## src/rtl/clock_divider_prog_if.sv

```systemverilog
// Control/status bundle for clock_divider_prog.
// With CLKDIV_QUAD_EN defined the bundle also carries the quadrature output clock_q.
interface clock_divider_prog_if #(
    parameter int WIDTH = 28
);
    logic             enable;
    logic             div_load;
    logic [WIDTH-1:0] div_value;
    logic             clock_out;
    logic             tick;
    logic             div_ack;
    logic             div_err;
    logic             busy;
`ifdef CLKDIV_QUAD_EN
    logic             clock_q;

    modport master (
        output enable, div_load, div_value,
        input  clock_out, tick, div_ack, div_err, busy, clock_q
    );
    modport slave (
        input  enable, div_load, div_value,
        output clock_out, tick, div_ack, div_err, busy, clock_q
    );
`else
    modport master (
        output enable, div_load, div_value,
        input  clock_out, tick, div_ack, div_err, busy
    );
    modport slave (
        input  enable, div_load, div_value,
        output clock_out, tick, div_ack, div_err, busy
    );
`endif
endinterface

```

## src/rtl/clock_divider_prog.sv

```systemverilog
// Runtime-programmable clock/tick divider; new divisors take effect only at a period boundary.
// Optional quadrature output clock_q is built when CLKDIV_QUAD_EN is defined.
//
// state   | meaning
// ST_IDLE | no divisor waiting to be applied
// ST_PEND | a validated divisor sits in div_pend, applied at next wrap (or next edge when paused)
module clock_divider_prog #(
    parameter int          WIDTH       = 28,
    parameter int unsigned DEFAULT_DIV = 14285714
) (
    input  logic                 clock_in,
    input  logic                 reset,
    clock_divider_prog_if.slave  bus
);
    typedef enum logic {ST_IDLE, ST_PEND} state_t;

    state_t           state, state_nxt;
    logic [WIDTH-1:0] counter, div_active, div_pend;
    logic [WIDTH-1:0] half, last;
    logic             wrap, load_ok, load_bad, apply, busy;
    logic             clk_r, tick_r, ack_r, err_r;

    assign half     = div_active >> 1;
    assign last     = div_active - WIDTH'(1);
    assign wrap     = bus.enable && (counter == last);
    assign load_ok  = bus.div_load && (bus.div_value >= WIDTH'(2));
    assign load_bad = bus.div_load && (bus.div_value <  WIDTH'(2));

    always_ff @(posedge clock_in) begin
        if (reset) state <= ST_IDLE;
        else       state <= state_nxt;
    end

    // A load arriving on the apply edge becomes the next pending value.
    always_comb begin
        state_nxt = state;
        case (state)
            ST_IDLE: if (load_ok)            state_nxt = ST_PEND;
            ST_PEND: if (apply && !load_ok)  state_nxt = ST_IDLE;
            default:                         state_nxt = ST_IDLE;
        endcase
    end

    always_comb begin
        busy  = (state == ST_PEND);
        apply = busy && (wrap || !bus.enable);
    end

    always_ff @(posedge clock_in) begin
        if (reset) begin
            counter    <= '0;
            div_active <= WIDTH'(DEFAULT_DIV);
            div_pend   <= WIDTH'(DEFAULT_DIV);
            clk_r      <= 1'b0;
            tick_r     <= 1'b0;
            ack_r      <= 1'b0;
            err_r      <= 1'b0;
        end else begin
            tick_r <= wrap;
            ack_r  <= apply;
            err_r  <= load_bad;
            if (load_ok) div_pend   <= bus.div_value;
            if (apply)   div_active <= div_pend;
            if (bus.enable)  clk_r <= (counter < half);
            else if (apply)  clk_r <= 1'b0;
            if (apply || wrap)   counter <= '0;
            else if (bus.enable) counter <= counter + WIDTH'(1);
        end
    end

    assign bus.clock_out = clk_r;
    assign bus.tick      = tick_r;
    assign bus.div_ack   = ack_r;
    assign bus.div_err   = err_r;
    assign bus.busy      = busy;

`ifdef CLKDIV_QUAD_EN
    logic [WIDTH-1:0] q_start;
    logic [WIDTH:0]   q_end;
    logic             q_r;

    // Widened end point so q + half can never wrap.
    assign q_start = div_active >> 2;
    assign q_end   = {1'b0, q_start} + {1'b0, half};

    always_ff @(posedge clock_in) begin
        if (reset)           q_r <= 1'b0;
        else if (bus.enable) q_r <= (counter >= q_start) && ({1'b0, counter} < q_end);
        else if (apply)      q_r <= 1'b0;
    end

    assign bus.clock_q = q_r;
`endif
endmodule
```

## src/flat_wrapper.sv

```systemverilog
// flat-port wrapper written by rule: the top's interface ports become plain ports
module clock_divider_prog_flat 
#(
    parameter int          WIDTH       = 28,
    parameter int unsigned DEFAULT_DIV = 14285714
)
  (clock_in, reset, bus_enable, bus_div_load, bus_div_value, bus_clock_out, bus_tick, bus_div_ack, bus_div_err, bus_busy);
  clock_divider_prog_if #(.WIDTH(WIDTH)) bus_i ();
  input  logic clock_in;
  input  logic reset;
  input wire logic [$bits(bus_i.enable)-1:0] bus_enable;
  input wire logic [$bits(bus_i.div_load)-1:0] bus_div_load;
  input wire logic [$bits(bus_i.div_value)-1:0] bus_div_value;
  output wire logic [$bits(bus_i.clock_out)-1:0] bus_clock_out;
  output wire logic [$bits(bus_i.tick)-1:0] bus_tick;
  output wire logic [$bits(bus_i.div_ack)-1:0] bus_div_ack;
  output wire logic [$bits(bus_i.div_err)-1:0] bus_div_err;
  output wire logic [$bits(bus_i.busy)-1:0] bus_busy;
  assign bus_i.enable = bus_enable;
  assign bus_i.div_load = bus_div_load;
  assign bus_i.div_value = bus_div_value;
  assign bus_clock_out = bus_i.clock_out;
  assign bus_tick = bus_i.tick;
  assign bus_div_ack = bus_i.div_ack;
  assign bus_div_err = bus_i.div_err;
  assign bus_busy = bus_i.busy;
  clock_divider_prog #(.WIDTH(WIDTH), .DEFAULT_DIV(DEFAULT_DIV)) u_core (.clock_in(clock_in), .reset(reset), .bus(bus_i));
endmodule
```

## config.mk

```make
export PLATFORM = sky130hd
export DESIGN_NAME = clock_divider_prog_flat
export DESIGN_NICKNAME = d
export VERILOG_FILES = /design/src/rtl/clock_divider_prog_if.sv /design/src/rtl/clock_divider_prog.sv /design/src/flat_wrapper.sv
export SDC_FILE = /design/constraint.sdc
export NUM_CORES = 1
export LEC_CHECK = 0
export BUFFER_PORTS_ARGS = -buffer_cell sky130_fd_sc_hd__buf_2
export CAP_MARGIN = 40
export CORE_MARGIN = 2
export CORE_UTILIZATION = 55
export DETAILED_ROUTE_END_ITERATION = 16
export GPL_TIMING_DRIVEN = 0
export PLACE_DENSITY = 0.76
export SETUP_SLACK_MARGIN = 0.15
export SLEW_MARGIN = 20
export SYNTH_ARGS = -nofsm -noshare
export SYNTH_HDL_FRONTEND = slang
export SYNTH_SLANG_ARGS = --single-unit
```

## constraint.sdc

```tcl
create_clock -name clock_in -period 2.96 [get_ports clock_in]
set_clock_uncertainty 0.05 [all_clocks]
set_input_delay 0.296 -clock clock_in [delete_from_list [all_inputs] [get_ports clock_in]]
set_output_delay 0.296 -clock clock_in [all_outputs]
set_load 0.05 [all_outputs]
```

==> flow_summary.json, run 1 <==
{
  "outcome": "finished with violations",
  "violations": "negative setup slack",
  "ir_worst_vdd_uv": 265.5,
  "clkLatencyLatePin_ns": 0.37,
  "first_global_vias": 5034,
  "ys_top_cells_by_count": "dfxtp_1, nor2_1, mux2i_1",
  "regArea_sq_um": 1807,
  "worstSetupPathType": "reg2reg",
  "synth_cell_type_count": 61,
  "cts_tree": "yes",
  "synth_top_area_share_pct": 32.99,
  "syn_inst": 636,
  "wirelength_um": 16580,
  "antenna_cells": 0,
  "critPathRequiredTime_ns": 3.19,
  "crit_family": "simple AND/OR/NAND/NOR gates",
  "h-tree-depth": 3,
  "area_growth_pct": 29.07,
  "synth.largest_area_cell": "dfxtp_1",
  "yosysSeqAreaShare_pct": 32.99,
  "synth_most_common_cell": "dfxtp_1",
  "avgViaCountPerCell": 6.085,
  "fin_setup_tns_ns": -21.04,
  "min_period_ns": 3.521,
  "placed_cell_area_sq_um": 5911,
  "grt_usage_pct": 30.20,
  "total_power_mw": 2.556,
  "cts.sink_count": 89,
  "holdWs_ns": 0.1063,
  "core_area_sq_um": 9639,
  "clkSlewWorstSetupHoldPaths_ns": 0.09,
  "drt_iter0_drc": 446,
  "slew_headroom_pct": 31.59,
  "finalHoldViolCount": 0,
  "syn_nets": 696,
  "nets": 791,
  "dp_hpwl_um": 9673,
  "fin_crit_sh_pct": 119.0,
  "min_path_type": "in2reg",
  "clock_path_buffers": 2,
  "fin_ws_ns": -0.5612,
  "critPathMaxFanout": 6,
  "rsz0062_at_grt": "yes",
  "netlist_area_sq_um": 5401,
  "drive_above_1_share_pct": 24.22,
  "die_w_um": 103.1,
  "antenna_left": 0,
  "avgSynthCellArea_sq_um": 8.493,
  "power_density_nw_per_um2": 366.6,
  "ys_warn_count": 0,
  "async_flop_share_pct": 0,
  "tightest_slew_ns": 1.026,
  "numCtsBuffers": 9,
  "die_h_um": 103.1,
  "setup_viol": 59,
  "die_area_sq_um": 10630,
  "crit_path_top_delay_cell": "or3b_4",
  "fmax_ghz": 0.2840,
  "gp_congestion": 0.9261,
  "io_pins": 37,
  "multi_input_area_sq_um": 3697,
  "drv_cap": 0,
  "initial_core_util_pct": 56.04,
  "cp-start-kind": "flip-flop",
  "path_common_cell": "buf_6",
  "report.final.slew_viol_count": 0,
  "drc": 0,
  "crit_path_max_incr_delay_ns": 0.41,
  "firstDrtPassIters": 5,
  "synth-seq-cells": 89,
  "grt_max_degree": 15,
  "antenna_found_initial": 0,
  "ys.flop_type": "dfxtp_1",
  "gr-total-overflow": 0,
  "synthTopCellsByArea": "dfxtp_1, mux2i_1, ha_1",
  "wire_per_inst_um": 19.10,
  "hold_buffers": 0,
  "port_buffers": 35,
  "cellLeakagePower_nw": 2.965,
  "critPathBufInv": 12,
  "final_core_util_pct": 72.33,
  "synth_edf_count": 0,
  "stdcell_area_sq_um": 6972,
  "worstPathCellList": "buf_8 > inv_4 > ha_4 > or3b_4 > nor3_4 > xnor2_2 > buf_4 > buf_6 > buf_6 > buf_6 > buf_6 > buf_6 > buf_6 > buf_6 > buf_6 > buf_6 > nor2_4 > nand4_1 > nor4_2 > nand4_1 > nor3b_2",
  "worstPathArrival_ns": 3.75,
  "endpoint_kind": "flip-flop",
  "vias": 5282,
  "num_rows": 36,
  "fillers": 691,
  "grt_pass1_wl_um": 24920,
  "root_buffer": "clkbuf_8"
}
## layer usage
| metal | up-vias | wire length (um) | global-route usage (%) |
|---|---|---|---|
| met4 | 0 | 957 | 17.11 |
| met2 | 315 | 7945 | 50.80 |
| met3 | 98 | 1217 | 3.864 |
| li1 | 2410 | - | - |
| met1 | 2459 | 6459 | 37.24 |
| met5 | - | 0 | 0 |
## power by group
part / leakage, nW / internal (mW) / total, mW / switching (mW)
Sequential: 0.728 / 1.23 / 1.27 / 0.0381
Clock: 0.106 / 0.498 / 0.957 / 0.459
Combinational: 2.13 / 0.157 / 0.329 / 0.172
Total: 2.96 / 1.89 / 2.56 / 0.670
## stage by stage
stage	setup slack (ns)	std cells
2_1_floorplan	-0.1148	636
3_3_place_gp	-0.6509	804
3_5_place_dp	-0.6854	804
4_1_cts	-0.2566	855
5_1_grt	-0.5593	868
6_report	-0.5612	868
## final timing paths
path                            slack [ns]                  from                   end  depth (start not counted)
worst max-delay path                 -0.56  u_core.div_active[0]       u_core.bus.tick                         21
worst min-delay path                  0.11     bus_div_value[16]   u_core.div_pend[16]                          3
worst max register to register       -0.56  u_core.div_active[0]       u_core.bus.tick                         21
worst min register to register        0.42    u_core.div_pend[3]  u_core.div_active[3]                          2
## sequential cells by signal, indices dropped and copies added, names as in the netlist
signal                flops
u_core.bus.clock_out      1
u_core.div_active        28
u_core.counter           28
u_core.bus.busy           1
u_core.bus.div_ack        1
u_core.bus.tick           1
u_core.div_pend          28
u_core.bus.div_err        1
## placed cells by master, fill, tap and decap left out, types with 12 or more instances in the layout
cell type,instances
mux2i_1,43
nor3_2,20
xor2_1,30
nand3_1,18
nand2_1,28
a211o_1,12
buf_4,19
xnor2_1,29
ha_1,27
buf_6,26
nand2b_1,36
nor3_1,14
nand4_1,18
inv_1,41
dfxtp_1,79
buf_2,35
clkbuf_1,25
nor2_1,72
## area by class of cell
cell class              instances  share of cell area (%)
clock buffers                  11                   2.028
flip-flops and latches         89                   25.92
inverters                      43                   2.351
clock inverters                 4                   1.095
well taps                     133                   2.387
plain buffers                  32                   2.746
multi-input cells             472                   53.03
repair buffers                 84                   10.45
## cell families (layout without fill, tap and decap cells)
| logic type | after synthesis | after routing | share of synthesized area [%] |
|---|---|---|---|
| multiplexers | 44 | 44 | 8.154 |
| flip-flops | 89 | 89 | 32.99 |
| AO/OA/AOI/OAI | 68 | 68 | 9.497 |
| AND/OR/NAND/NOR | 268 | 268 | 26.25 |
| XOR/XNOR | 64 | 64 | 10.63 |
| buffers and inverters | 75 | 174 | 5.999 |
| adder cells (fa/ha/maj) | 28 | 28 | 6.486 |
## worst reg2reg max path, cell delays in order (launching register included)
cell and delay, ns:
dfxtp_2 0.33, buf_8 0.13, inv_4 0.05, ha_4 0.11, or3b_4 0.41, nor3_4 0.16, xnor2_2 0.11, buf_4 0.15
buf_6 0.10, buf_6 0.10, buf_6 0.10, buf_6 0.10, buf_6 0.11, buf_6 0.11, buf_6 0.11, buf_6 0.11
buf_6 0.11, nor2_4 0.08, nand4_1 0.15, nor4_2 0.31, nand4_1 0.19, nor3b_2 0.25
## what timing repair did
action / 4_1_cts / 5_1_grt
setup buffers: 33 / 12
gates cloned: 3 / 1
pin swaps: 10 / 15
setup endpoints to repair: 59 / 59
gates resized for setup: 51 / 39
Note: power is estimated with default switching activity, not from simulation.
==> run 2, diff against run 1 <==
- BUFFER_PORTS_ARGS: -buffer_cell sky130_fd_sc_hd__buf_2 -> -buffer_cell sky130_fd_sc_hd__buf_4
==> run 2 against run 1 <==
  * The flow still finishes with violations (negative setup slack)
  * Register-to-register slack improved by 0.19 ns
  * Worst setup slack improved by 0.19 ns
  * Combinational power fell by 3%
  * Largest cell class unchanged
==> flow_summary.json, run 2 (synthesis gave the netlist of run 1 again) <==
{
  "reg2reg_to": "u_core.div_active[21]",
  "setup_viol": 59,
  "drc": 0,
  "crit_family": "simple AND/OR/NAND/NOR gates",
  "antenna_left": 0,
  "wire_per_inst_um": 17.80,
  "stdcell_area_sq_um": 6888,
  "crit_path_max_incr_delay_ns": 0.57,
  "gr-total-overflow": 0,
  "cellLeakagePower_nw": 2.878,
  "wirelength_um": 15290,
  "drive_above_1_share_pct": 22.45,
  "min_path_type": "in2reg",
  "gp_congestion": 0.9190,
  "path_common_cell": "buf_12",
  "placed_cell_area_sq_um": 5998,
  "vias": 5055,
  "min_period_ns": 3.329,
  "grt_pass1_wl_um": 23390,
  "worstSetupPathType": "reg2reg",
  "finalHoldViolCount": 0,
  "setup.worst_path.start": "u_core.div_active[10]",
  "dpl.cell_count": 804,
  "regArea_sq_um": 1802,
  "die_w_um": 103.1,
  "antenna_found_initial": 0,
  "ir_worst_vdd_uv": 306.4,
  "cts_tree": "yes",
  "reg2regPathDepth": 11,
  "layout_commonest_cell": "dfxtp_1",
  "rsz0062_at_grt": "yes",
  "critPathBufInv": 3,
  "antenna_cells": 0,
  "clkLatencyLatePin_ns": 0.38,
  "grt_usage_pct": 28.42,
  "worstPathArrival_ns": 3.58,
  "crit_path_top_delay_cell": "or4_4",
  "worstPathCellList": "or4_4 > or3_4 > a2111oi_4 > o22ai_2 > nor4_4 > nand4_2 > o41ai_4 > buf_6 > buf_12 > buf_12 > mux2i_1",
  "outcome": "finished with violations",
  "worstHoldStart": "bus_div_value[16]",
  "fin_crit_sh_pct": 112.5,
  "place_ws_ns": -0.7403,
  "clkSlewWorstSetupHoldPaths_ns": 0.09,
  "report.final.slew_viol_count": 0,
  "core_area_sq_um": 9639,
  "holdPathStages": 3,
  "cts.sink_count": 89,
  "cp-start-kind": "flip-flop",
  "ff2ff_setup_slack_ns": -0.37,
  "first_global_vias": 4881,
  "die_area_sq_um": 10630,
  "firstDrtPassIters": 6,
  "fmax_ghz": 0.3004,
  "root_buffer": "clkbuf_8",
  "top_regs": "u_core.counter (28), u_core.div_active (28), u_core.div_pend (28)",
  "area_growth_pct": 27.52,
  "critPathRequiredTime_ns": 3.21,
  "initial_core_util_pct": 56.04,
  "port_buffers": 35,
  "tightest_slew_ns": 0.7868,
  "hold_buffers": 0,
  "most-common-layout-cells": "dfxtp_1, nor2_1, buf_4",
  "power_density_nw_per_um2": 354.3,
  "io_pins": 37,
  "clock_path_buffers": 2,
  "drv_cap": 0,
  "endpoint_kind": "flip-flop",
  "die_h_um": 103.1,
  "nets": 783,
  "dp_hpwl_um": 9865,
  "fin_setup_tns_ns": -17.63,
  "avgViaCountPerCell": 5.885,
  "final_cells": 859,
  "num_rows": 36,
  "h-tree-depth": 3,
  "violations": "negative setup slack",
  "multi_input_area_sq_um": 3660,
  "drt_iter0_drc": 466,
  "rr_startpoint": "u_core.div_active[10]",
  "min_delay_worst_endpoint": "u_core.div_pend[16]",
  "numCtsBuffers": 9,
  "critPathMaxFanout": 5,
  "fin_ws_ns": -0.3686,
  "fillers": 686,
  "grt_max_degree": 15,
  "holdWs_ns": 0.09688,
  "slew_headroom_pct": 47.55
}
==> run 2: cell types whose count changed in the layout (fill, tap and decap cells not counted), moves of 3 or more <==
| cell | before | now |
|---|---|---|
| buf_4 | 19 | 57 |
| buf_6 | 26 | 15 |
| nor4b_2 | 0 | 3 |
| buf_2 | 35 | 0 |
==> run 2: timing repair <==
item | 4_1_cts | 5_1_grt
pin swaps | 9 | 12
setup buffers | 31 | 8
resized for setup | 33 | 38
endpoints found under the setup margin | 59 | 59
gates cloned | 1 | 1
==> run 2: power by group <==
part / internal, mW / switching, mW / total, mW / leakage, nW
clock: 0.407 / 0.446 / 0.853 / 0.0944
sequential: 1.23 / 0.0373 / 1.27 / 0.728
combinational: 0.157 / 0.161 / 0.318 / 2.06
==> run 2: final cells by class <==
class                           instances  area share (%)
Sequential cell                        89           26.16
Clock buffer                           10           1.998
Clock inverter                          4          0.7993
Buffer                                 32           2.979
Multi-Input combinational cell        472           53.13
Tap cell                              133           2.416
Timing Repair Buffer                   76           10.14
Inverter                               43           2.380
==> run 2: worst max path at each step <==
stage                            end  slack [ns]  cells past startpoint
6_report       u_core.div_active[21]       -0.37                     11
2_1_floorplan  u_core.div_active[19]       -0.11                     10
3_5_place_dp   u_core.div_active[25]       -0.74                     11
5_1_grt           u_core.counter[13]       -0.42                     11
3_3_place_gp       u_core.counter[2]       -0.65                     10
4_1_cts           u_core.counter[25]       -0.23                     11
==> run 2: through the flow <==
step           utilization [%]  power (mW)
6_report                 71.46       2.440
5_1_grt                  71.46       2.537
4_1_cts                  68.63       2.414
3_5_place_dp             62.23       1.546
3_3_place_gp             62.23       1.538
2_1_floorplan                -       1.458
==> run 2: routing by layer <==
layer | global-route usage (%) | up-vias | share of wire (%)
li1 | - | 2397 | -
met1 | 35.64 | 2353 | 42
met2 | 46.40 | 224 | 48
met3 | 5.153 | 81 | 5.6
met4 | 15.18 | 0 | 4.4
met5 | 0 | - | 0
==> run 2: worst min-delay path, delay by kind of cell <==
kind	cells	cell delay, ns
AND/OR/NAND/NOR	2	0.11
buffers and inverters	1	0.09
